File: src/rtl/piarb_pkg.sv
// Shared types for the flow-affinity scheduler: FSM state and the registered slot decision.
package piarb_pkg;

    localparam int PIARB_ID_NBITS = 2;

    typedef enum logic [1:0] {
        ST_IDLE,
        ST_LOOKUP,
        ST_WAIT,
        ST_ISSUE
    } state_e;

    typedef struct packed {
        logic [PIARB_ID_NBITS-1:0] qid;
        logic                      sel;
        logic                      is_new;
    } slot_sel_t;

endpackage

File: src/rtl/piarb_rr_find.sv
// Rotating first-one finder: lowest set candidate at or after start_i, wrapping modulo N.
module piarb_rr_find #(
    parameter int N  = 4,
    parameter int IW = 2
) (
    input  logic [N-1:0]  cand_i,
    input  logic [IW-1:0] start_i,
    output logic          found_o,
    output logic [IW-1:0] idx_o
);

    int unsigned p;

    // Walk offsets high to low so the smallest offset from start_i wins.
    always_comb begin
        found_o = 1'b0;
        idx_o   = '0;
        p       = 0;
        for (int k = N - 1; k >= 0; k--) begin
            p = int'(start_i) + k;
            if (p >= N) p = p - N;
            if (cand_i[p]) begin
                found_o = 1'b1;
                idx_o   = IW'(p);
            end
        end
    end

endmodule

File: src/rtl/piarb_flow_sched.sv
// Flow-affinity scheduler: one TCAM lookup per packet, steer hits to the owning PU slot,
// allocate misses round-robin. Retries pass through ISSUE without a grant, giving a 3-cycle lookup period.
module piarb_flow_sched
    import piarb_pkg::*;
#(
    parameter int ID_NBITS        = PIARB_ID_NBITS,
    parameter int QUEUE_DEPTH     = 4,
    parameter int FID_NBITS       = 8,
    parameter int STALL_CNT_NBITS = 16
) (
    input  logic                       clk,
    input  logic                       rst,
    input  logic                       sch_req,
    input  logic [FID_NBITS-1:0]       sch_fid,
    output logic                       sch_gnt,
    output logic [ID_NBITS-1:0]        sch_qid,
    output logic                       sch_fid_sel,
    input  logic [QUEUE_DEPTH-1:0]     pu_queue_full,
    output logic                       fid_lookup_req,
    output logic [FID_NBITS-1:0]       fid_lookup_fid,
    input  logic                       fid_lookup_ack,
    input  logic [2*QUEUE_DEPTH-1:0]   fid_lookup_fid_valid,
    input  logic [2*QUEUE_DEPTH-1:0]   fid_lookup_fid_hit,
    output logic                       wr_fid_req,
    output logic [FID_NBITS-1:0]       wr_fid,
    output logic [ID_NBITS-1:0]        wr_fid_sel_id,
    output logic                       wr_fid_sel,
    output logic                       enq_req,
    output logic [ID_NBITS-1:0]        enq_qid,
    output logic                       enq_fid_sel,
    output logic [STALL_CNT_NBITS-1:0] stall_cnt,
    output logic                       multi_hit_err
);

    state_e                 state_q;
    logic [ID_NBITS-1:0]    rr_q;
    logic                   retry_q;

    logic [QUEUE_DEPTH-1:0] free_cand;
    logic                   free_found;
    logic [ID_NBITS-1:0]    free_qid;
    logic                   hit_any;
    logic [ID_NBITS-1:0]    hit_qid;
    logic                   hit_sel;
    logic                   multi_hit;
    slot_sel_t              pick;
    logic                   pick_ok;

    // A PU can take a new flow if its queue has room and at least one slot is empty.
    always_comb begin
        for (int i = 0; i < QUEUE_DEPTH; i++) begin
            free_cand[i] = !pu_queue_full[i] &&
                           !(fid_lookup_fid_valid[2*i] && fid_lookup_fid_valid[2*i+1]);
        end
    end

    piarb_rr_find #(
        .N  (QUEUE_DEPTH),
        .IW (ID_NBITS)
    ) u_free_find (
        .cand_i  (free_cand),
        .start_i (rr_q),
        .found_o (free_found),
        .idx_o   (free_qid)
    );

    always_comb begin
        hit_any = 1'b0;
        hit_qid = '0;
        hit_sel = 1'b0;
        for (int i = 2*QUEUE_DEPTH - 1; i >= 0; i--) begin
            if (fid_lookup_fid_hit[i]) begin
                hit_any = 1'b1;
                hit_qid = ID_NBITS'(i / 2);
                hit_sel = i[0];
            end
        end
    end

    assign multi_hit = $countones(fid_lookup_fid_hit) > 1;

    always_comb begin
        pick    = '0;
        pick_ok = 1'b0;
        if (hit_any) begin
            pick.qid    = PIARB_ID_NBITS'(hit_qid);
            pick.sel    = hit_sel;
            pick_ok     = !pu_queue_full[hit_qid];
        end else if (free_found) begin
            pick.qid    = PIARB_ID_NBITS'(free_qid);
            pick.sel    = fid_lookup_fid_valid[{free_qid, 1'b0}];
            pick.is_new = 1'b1;
            pick_ok     = 1'b1;
        end
    end

    always_ff @(posedge clk) begin
        if (rst) begin
            state_q        <= ST_IDLE;
            rr_q           <= '0;
            retry_q        <= 1'b0;
            sch_gnt        <= 1'b0;
            sch_qid        <= '0;
            sch_fid_sel    <= 1'b0;
            fid_lookup_req <= 1'b0;
            fid_lookup_fid <= '0;
            wr_fid_req     <= 1'b0;
            wr_fid         <= '0;
            wr_fid_sel_id  <= '0;
            wr_fid_sel     <= 1'b0;
            enq_req        <= 1'b0;
            enq_qid        <= '0;
            enq_fid_sel    <= 1'b0;
            stall_cnt      <= '0;
            multi_hit_err  <= 1'b0;
        end else begin
            fid_lookup_req <= 1'b0;
            sch_gnt        <= 1'b0;
            enq_req        <= 1'b0;
            wr_fid_req     <= 1'b0;
            case (state_q)
                ST_IDLE: begin
                    if (sch_req) begin
                        fid_lookup_fid <= sch_fid;
                        fid_lookup_req <= 1'b1;
                        state_q        <= ST_LOOKUP;
                    end
                end
                ST_LOOKUP: state_q <= ST_WAIT;
                ST_WAIT: begin
                    if (fid_lookup_ack) begin
                        if (multi_hit) multi_hit_err <= 1'b1;
                        state_q <= ST_ISSUE;
                        retry_q <= !pick_ok;
                        if (pick_ok) begin
                            sch_gnt     <= 1'b1;
                            enq_req     <= 1'b1;
                            sch_qid     <= ID_NBITS'(pick.qid);
                            enq_qid     <= ID_NBITS'(pick.qid);
                            sch_fid_sel <= pick.sel;
                            enq_fid_sel <= pick.sel;
                            if (pick.is_new) begin
                                wr_fid_req    <= 1'b1;
                                wr_fid        <= fid_lookup_fid;
                                wr_fid_sel_id <= ID_NBITS'(pick.qid);
                                wr_fid_sel    <= pick.sel;
                                rr_q <= (ID_NBITS'(pick.qid) == ID_NBITS'(QUEUE_DEPTH - 1)) ?
                                        '0 : ID_NBITS'(pick.qid) + 1'b1;
                            end
                        end else if (stall_cnt != '1) begin
                            stall_cnt <= stall_cnt + 1'b1;
                        end
                    end
                end
                ST_ISSUE: begin
                    if (retry_q) begin
                        fid_lookup_req <= 1'b1;
                        state_q        <= ST_LOOKUP;
                    end else begin
                        state_q <= ST_IDLE;
                    end
                end
                default: state_q <= ST_IDLE;
            endcase
        end
    end

endmodule
File: config.mk
export PLATFORM = sky130hd
export DESIGN_NAME = piarb_flow_sched
export DESIGN_NICKNAME = d
export VERILOG_FILES = /design/src/rtl/piarb_pkg.sv /design/src/rtl/piarb_rr_find.sv /design/src/rtl/piarb_flow_sched.sv
export SDC_FILE = /design/constraint.sdc
export NUM_CORES = 1
export LEC_CHECK = 0
export CAP_MARGIN = 20
export CORE_MARGIN = 5
export CORE_UTILIZATION = 52
export CTS_CLUSTER_DIAMETER = 40
export CTS_CLUSTER_SIZE = 28
export DETAILED_ROUTE_END_ITERATION = 8
export DONT_BUFFER_PORTS = 1
export PLACE_DENSITY = 0.71
export SYNTH_ARGS = -nofsm -noshare
export SYNTH_HDL_FRONTEND = slang
export SYNTH_SLANG_ARGS = --single-unit
File: constraint.sdc
create_clock -name clk -period 4.6 [get_ports clk]
set_clock_uncertainty 0.1 [all_clocks]
set_input_delay 0.92 -clock clk [delete_from_list [all_inputs] [get_ports clk]]
set_output_delay 0.92 -clock clk [all_outputs]
set_load 0.01 [all_outputs]
==> out/results.ini, run 1 <==
[placed_design]
port_buffers = 0
dp_hpwl_mm = 4.55
gp_congestion = 0.781
dpl_cell_area_sq_mm = 0.00270

[cts]
cts_root_buf = clkbuf_8
cts_tree = yes
clock_sinks = 47
clock_latency_ns = 0.30
cts.path.max_buffers = 2
cts_made_buffers = 5
cts_max_level = 2
cts_hold_buf = 0
post_cts_buffers = 0
cts-resized-gates = 0
clk_pin_slew_worst_paths_ns = 0.10

[sta]
rsz0062_at_grt = no
fin_crit_ns = 3.67
finalHoldViolations = 0
setup_viol = 0
finalSetupTns_ns = 0
tightestPinTransition_ns = 0.839
maxSlewViolCount = 0
period_share_pct = 79.8
max_slew_margin_pct = 43.9
whs_ns = 0.366
fmax_mhz = 272

[yosys]
synth_seq_cells = 47
syn_area_per_cell_sq_um = 8.39
syn_nets = 367
synth.area.top_cells = dfxtp_1, a21oi_1, nor2_1
synth_flop_cell = dfxtp_1
synth.most_common_cell = dfxtp_1
synth_cells = 322
async_flop_share_pct = 0
yosysTopAreaCell = dfxtp_1
yosysUniqueCellTypes = 49
yosysWarningCount = 0
synth_top_area_share_pct = 34.8
synth_common_cells = dfxtp_1, nor2_1, inv_1
synth.cell_area_sq_mm = 0.00270
ys_seq_area_share_pct = 34.8
synth_edf_count = 0

[worst_setup_path]
critPathArrivalTime_ns = 3.78
endpoint_kind = register
rrSetupSlack_ns = 2.13
startpoint_type = input pin
crit_required_ns = 4.71
cp_max_fo = 5
critPathKind = in -> reg

[routing]
drc = 0
via_count = 2296
vias_per_cell = 6.03
wire_per_inst_microns = 16.1
drt_iter0_drc = 81
wl_mm = 6.13
antenna_left = 0
drt-pass1-iter-count = 4

[global_route]
grt-ovfl-total = 0
grt_pass1_wl_mm = 10.0
grt_use_met1_pct = 21.7
use_met3_pct = 5.81
grtUsageTotal_pct = 18.6
grt_max_degree = 56
grtUsageMet2_pct = 31.9
top_usage_layer = met2
grt_pass1_vias = 2264
antenna_found_initial = 0

[floorplanning]
start_util_pct = 53.2
die_area_sq_mm = 0.00674
rows = 26
core_area_sq_mm = 0.00507
die_y_microns = 82.1
die_w_microns = 82.1
io_pins = 78

[cells_and_area]
antennaDiodeCount = 0
nFillCells = 480
multiInputGateArea_sq_mm = 0.00157
drive_gt1_share_pct = 7.40
ff_latch_area_sq_um = 941
area_growth_pct = 4.59
final_area_sq_mm = 0.00283
layout.nets = 355

[hold_path]
hp-class = reg -> reg

[outcome]
status = finished, final reports clean

[power_and_ir_drop]
vdd_ir_drop_max_mv = 0.190
power_density_mw_per_mm2 = 358
p_leak_nw = 1.02

[run]
cap_viol_max_count = 0

-- cells in the final DEF, fill, tap and decap left out, drive strengths merged, types with 10 or more instances in the layout --
cell / n
inv: 28
nand3: 18
a21oi: 27
mux2i: 10
dfxtp: 47
nand2: 20
nor2: 33
-- worst max-delay path, stage by stage --
cell and delay (ns):
fa_1 0.53, inv_1 0.05, fa_1 0.49, fa_1 0.40, inv_1 0.07, ha_1 0.15, inv_1 0.06, fa_1 0.38
a2111oi_0 0.36, o21ai_0 0.16, a21oi_1 0.16, nor2_1 0.05
-- where the power goes --
group / internal, W / leakage, nW / total (W) / switching [W]
logic: 0.0000803 / 0.574 / 0.000209 / 0.000128
registers: 0.000438 / 0.380 / 0.000478 / 0.0000396
clock network: 0.000179 / 0.0618 / 0.000326 / 0.000147
-- per-layer routing --
| layer | share of wire (%) | up-vias |
|---|---|---|
| met5 | 0 | - |
| met3 | 6.4 | 6 |
| met1 | 42 | 1088 |
| met4 | 1.3 | 0 |
| li1 | - | 1144 |
| met2 | 50 | 58 |
-- final cells by class --
| type | count | area share [%] |
|---|---|---|
| clock inverters | 2 | 1.37 |
| well taps | 70 | 3.10 |
| clock buffers | 6 | 2.92 |
| flip-flops and latches | 47 | 33.3 |
| multi-input cells | 228 | 55.4 |
| repair buffers | 1 | 0.266 |
| inverters | 27 | 3.59 |
-- per-stage QoR --
stage / setup slack, ns / utilization (%) / cells / power, W
after global routing: 0.676 / 55.7 / 381 / 0.00108
after detailed placement: 0.621 / 53.3 / 373 / 0.000699
after floorplan: 0.774 / - / 322 / 0.000657
after global placement: 0.698 / 53.3 / 373 / 0.000685
final: 0.929 / 55.7 / 381 / 0.00101
after CTS: 0.930 / 55.7 / 381 / 0.00102
-- cells by family (layout without fill, tap and decap cells) --
group                    after synthesis  count (layout)  synth area share [%]
multiplexers                          18              18                  7.04
flip-flops                            47              47                  34.8
adder cells (fa/ha/maj)               13              13                  7.13
buffers and inverters                 47              36                  7.46
AO/OA/AOI/OAI                         82              82                  21.6
AND/OR/NAND/NOR                      115             115                  21.9
-- path summary, 6_finish.rpt --
path                                       to                   from  cells past startpoint
worst min register to register        retry_q                retry_q                      2
worst min-delay path                  retry_q                retry_q                      2
worst max-delay path            multi_hit_err  fid_lookup_fid_hit[0]                     12
worst max register to register   stall_cnt[3]           stall_cnt[1]                      6
-- sequential cells by signal, indices dropped and copies added, names as in the netlist --
name,count
stall_cnt,16
enq_req,1
wr_fid_sel_id,2
enq_qid,2
wr_fid,8
enq_fid_sel,1
wr_fid_req,1
wr_fid_sel,1
retry_q,1
multi_hit_err,1
state_q,2
fid_lookup_req,1
fid_lookup_fid,8
rr_q,2
(Power assumes the default switching activity.)
==> run 2: changes to the inputs <==
- clock period: 4.6 -> 3.6 ns (I/O delays scaled with it)
==> run 2 against run 1 <==
Setup slack lost 0.70 ns. Sequential cell count is the same. Power grew 25%. Sequential share of layout area is the same. Clock-buffer cell count shrank 1. Global-route usage grew 0.16 points. Largest power group unchanged.
==> out/results.ini, run 2 (synthesized netlist as in run 1, its figures left out) <==
[outcome]
status = finished, final reports clean

[cts]
cts-resized-gates = 0
cts_max_level = 2
cts_tree = yes
clock_sinks = 47
cts_hold_buf = 0
cts.path.max_buffers = 2
clock_latency_ns = 0.29
post_cts_buffers = 0
clk_pin_slew_worst_paths_ns = 0.09
cts_made_buffers = 5
cts_root_buf = clkbuf_8

[power_and_ir_drop]
power.switching_w = 0.000395
clkPwrFrac_pct = 30.5
p_leak_nw = 1.02
p_int_w = 0.000869
pwr-share-seq_pct = 48.4
p_sw_share_pct = 31.3
vdd_ir_drop_max_mv = 0.218
power_w = 0.00126
power_density_mw_per_mm2 = 447
pwr-share-comb_pct = 21.1

[global_route]
grt_pass1_wl_mm = 9.92
grt-ovfl-total = 0
antenna_found_initial = 0
grtUsageTotal_pct = 18.7
grt_pass1_vias = 2194
grt_max_degree = 56

[floorplanning]
io_pins = 78
die_y_microns = 82.1
die_area_sq_mm = 0.00674
rows = 26
start_util_pct = 53.2
core_area_sq_mm = 0.00507
die_w_microns = 82.1

[routing]
drt_iter0_drc = 80
top_layer_used = met4
wl_met1_mm = 2.69
wl_mm = 6.21
via_count = 2301
antenna_left = 0
wire_per_inst_microns = 16.3
routed-wl-met2_mm = 3.07
route.met3.wl_microns = 347
drt-pass1-iter-count = 4
drc = 0
vias_per_cell = 6.02

[cells_and_area]
area_growth_pct = 4.59
largestRegisters = stall_cnt x16, fid_lookup_fid x8, wr_fid x8
layout_common_cells = dfxtp_1, nor2_1, inv_1, a21oi_1, nand2_1
final_area_sq_mm = 0.00283
top_register = stall_cnt
fin_cells = 382
layout.nets = 356
nFillCells = 488
largest_register_ffs = 16
final_common_cell = dfxtp_1
antennaDiodeCount = 0
drive_gt1_share_pct = 7.69

[worst_setup_path]
critPathKind = in -> reg
crit_chain = fa_1, inv_1, fa_1, fa_1, inv_1, ha_1, inv_1, fa_1, a2111oi_1, o21ai_0, a21oi_1, nor2_1
path_buf_inv = 3
startpoint_type = input pin
crit_required_ns = 3.70
cp_max_fo = 5
cp_slowest_cell = fa_1
slowest_delay_ns = 0.53
cp_common_cell = fa_1
endpoint_kind = register
critPathArrivalTime_ns = 3.47
crit_family = adder cells

[hold_path]
hp-class = reg -> reg

[placed_design]
placed_cells = 374
port_buffers = 0
gp_congestion = 0.796
dpl_cell_area_sq_mm = 0.00271
dp_hpwl_mm = 4.64

[sta]
fmax_mhz = 297
tightestPinTransition_ns = 0.820
period_share_pct = 93.6
fin_crit_ns = 3.37
rsz0062_at_grt = no
max_slew_margin_pct = 45.4
finalHoldViolations = 0
finalSetupTns_ns = 0
setup_viol = 0
maxSlewViolCount = 0

[run]
cap_viol_max_count = 0

==> run 2: cell count changes in the layout (fill, tap and decap cells not counted) <==
| cell | previous run | this run |
|---|---|---|
| a2111oi_0 | 2 | 1 |
| a2111oi_1 | 0 | 1 |
| buf_4 | 1 | 2 |
| clkbuf_8 | 6 | 5 |
| clkinv_2 | 0 | 1 |
| clkinv_4 | 0 | 1 |
| inv_6 | 1 | 0 |
==> run 2: layer usage <==
layer	vias to the layer above	global-route usage, %
li1	1138	-
met1	1093	23.1
met2	61	31.6
met3	9	4.50
met4	0	6.81
met5	-	0
==> run 2: metrics by stage <==
stage / util, % / hold slack [ns] / setup WS [ns]
after floorplan: - / 0.337 / 0.0635
after global placement: 53.4 / 0.349 / -0.0133
after detailed placement: 53.4 / 0.368 / -0.0780
after CTS: 55.6 / 0.377 / 0.231
after global routing: 55.7 / 0.366 / 0.0105
final: 55.7 / 0.380 / 0.229
==> run 2: cell type report <==
class | instances | area (sq um) | share of cell area, %
clock buffer | 5 | 68.8 | 2.44
timing repair buffer | 2 | 15.0 | 0.531
tap | 70 | 87.6 | 3.10
sequential | 47 | 941 | 33.3
multi-input combinational | 228 | 1570 | 55.5
inverter | 27 | 101 | 3.59
clock inverter | 3 | 43.8 | 1.55
==> run 2: final timing paths <==
path | to | cells past startpoint | slack [ns] | startpoint
setup / recovery | multi_hit_err | 12 | 0.23 | fid_lookup_fid_hit[0]
hold / removal | retry_q | 2 | 0.38 | retry_q
setup reg to reg | stall_cnt[3] | 6 | 1.11 | stall_cnt[0]
hold reg to reg | retry_q | 2 | 0.38 | retry_q
==> run 2: worst min-delay path, stage by stage (launching register included) <==
cell and delay, ns:
dfxtp_1 0.33, nand2_1 0.06, a21oi_1 0.06
==> run 2: power groups by stage <==
stage                     logic (W)  clock network (W)  registers [W]
after global placement     0.000251                  0       0.000624
final                      0.000267           0.000385       0.000612
after floorplan            0.000228                  0       0.000611
after detailed placement   0.000267                  0       0.000626
after CTS                  0.000268           0.000395       0.000613
after global routing       0.000305           0.000420       0.000619
==> run 3: changes to the inputs <==
- CORE_UTILIZATION: 52 -> 48
- DONT_BUFFER_PORTS: 1 -> not set
- PLACE_DENSITY: 0.71 -> 0.85
==> run 3 against run 2 <==
First-iteration DRC count shrank 10%. Design area is 30% higher. Clock power is 5.2% higher. Non-clock buffer count is 83 higher. Setup slack worse by 0.088 ns. Register-to-register slack improved by 0.13 ns. Cell count rose by 22%.
==> out/results.ini, run 3 (synthesized netlist as in run 1, its figures left out) <==
[global_route]
antenna_found_initial = 0
grtUsageTotal_pct = 19.8
grt_pass1_wl_mm = 12.0
grt-ovfl-total = 0
grt_pass1_vias = 2619
grt_max_degree = 56

[floorplanning]
die_w_microns = 85.0
die_area_sq_mm = 0.00723
core_area_sq_mm = 0.00547
start_util_pct = 49.4
io_pins = 78
rows = 27
die_y_microns = 85.0

[cells_and_area]
ff_latch_area_sq_um = 941
largest_register_ffs = 16
top_register = stall_cnt
nFillCells = 463
drive_gt1_share_pct = 9.87
multiInputGateArea_sq_mm = 0.00160
layout_common_cells = clkdlybuf4s50_1, dfxtp_1, nor2_1, a21oi_1, inv_1
layout.nets = 439
antennaDiodeCount = 0
largestRegisters = stall_cnt x16, fid_lookup_fid x8, wr_fid x8
area_growth_pct = 35.5
final_common_cell = clkdlybuf4s50_1

[sta]
fmax_mhz = 289
finalSetupTns_ns = 0
max_slew_margin_pct = 36.7
maxSlewViolCount = 0
whs_ns = 0.378
finalHoldViolations = 0
tightestPinTransition_ns = 0.949
period_share_pct = 96.1
rsz0062_at_grt = no
setup_viol = 0
fin_crit_ns = 3.46

[hold_path]
hp-class = reg -> reg

[worst_setup_path]
critPathKind = in -> reg
critPathArrivalTime_ns = 3.52
startpoint_type = input pin
cp_max_fo = 2
endpoint_kind = register
crit_required_ns = 3.66

[placed_design]
port_buffers = 77
gp_congestion = 0.818
dp_hpwl_mm = 5.16

[cts]
clk_pin_slew_worst_paths_ns = 0.10
clock_latency_ns = 0.30
clock_sinks = 47
post_cts_buffers = 0
cts.path.max_buffers = 2
cts_tree = yes
cts_hold_buf = 0
cts_root_buf = clkbuf_8
cts_made_buffers = 5
cts_max_level = 2

[routing]
drt-pass1-iter-count = 4
vias_per_cell = 5.73
wire_per_inst_microns = 15.2
wl_mm = 7.09
via_count = 2674
antenna_left = 0
drc = 0
drt_iter0_drc = 72

[run]
cap_viol_max_count = 0

[outcome]
status = finished, final reports clean

[power_and_ir_drop]
vdd_ir_drop_max_mv = 0.203
power_density_mw_per_mm2 = 389
p_leak_nw = 1.33

==> run 3: cell count changes in the layout (fill, tap and decap cells not counted), sizes merged <==
cell	previous run	this run
buf	2	10
clkinv	2	1
clkbuf	5	7
inv	27	28
clkdlybuf4s50	0	73
==> run 3: power breakdown <==
group	internal (W)	switching (W)	leakage (nW)
combinational	0.000192	0.000233	0.888
sequential	0.000560	0.0000314	0.380
clock	0.000211	0.000194	0.0587
total	0.000964	0.000459	1.33
==> run 3: path summary, 6_finish.rpt <==
kind,startpoint,endpoint,slack (ns),cells past startpoint
max,fid_lookup_fid_hit[0],multi_hit_err,0.14,13
min,fid_lookup_fid[2],fid_lookup_fid[2],0.38,2
max reg2reg,stall_cnt[0],stall_cnt[3],1.24,6
min reg2reg,fid_lookup_fid[2],fid_lookup_fid[2],0.38,2
==> run 3: routing by layer <==
| metal | share of wire, % | vias up | GRT usage (%) |
|---|---|---|---|
| met2 | 50 | 79 | 35.9 |
| met4 | 1.9 | 0 | 6.47 |
| li1 | - | 1309 | - |
| met5 | 0 | - | 0 |
| met1 | 43 | 1278 | 23.7 |
| met3 | 5.1 | 8 | 2.82 |
==> run 3: cell type report <==
type	count	area share, %
clock buffers	5	1.88
clock inverters	3	1.30
inverters	27	2.77
multi-input cells	228	43.7
flip-flops and latches	47	25.7
well taps	72	2.46
repair buffers	85	22.2
==> run 3: through the flow <==
step	power, W	utilization (%)	instance area, sq um	instances	setup slack (ns)
3_3_place_gp	0.000988	64.4	3520	459	-0.524
5_1_grt	0.00150	66.9	3660	467	0.00303
2_1_floorplan	0.000839	-	2700	322	0.0635
4_1_cts	0.00143	67.1	3670	467	0.00230
6_report	0.00142	66.9	3660	467	0.142
3_5_place_dp	0.00100	64.4	3520	459	-0.620
==> run 3: repair_timing <==
item,4_1_cts,5_1_grt
resized for setup,17,2
setup endpoints to repair,1,1
endpoints found under the hold margin,0,0
pin swaps,6,3
==> run 3: critical path, cell delays in order <==
cell and delay, ns:
buf_2 0.12, fa_1 0.52, inv_1 0.05, fa_1 0.50, fa_1 0.45, inv_2 0.08, ha_4 0.14, inv_2 0.04
fa_2 0.35, a2111oi_4 0.27, o21ai_1 0.10, a21oi_1 0.12, nor2_1 0.05
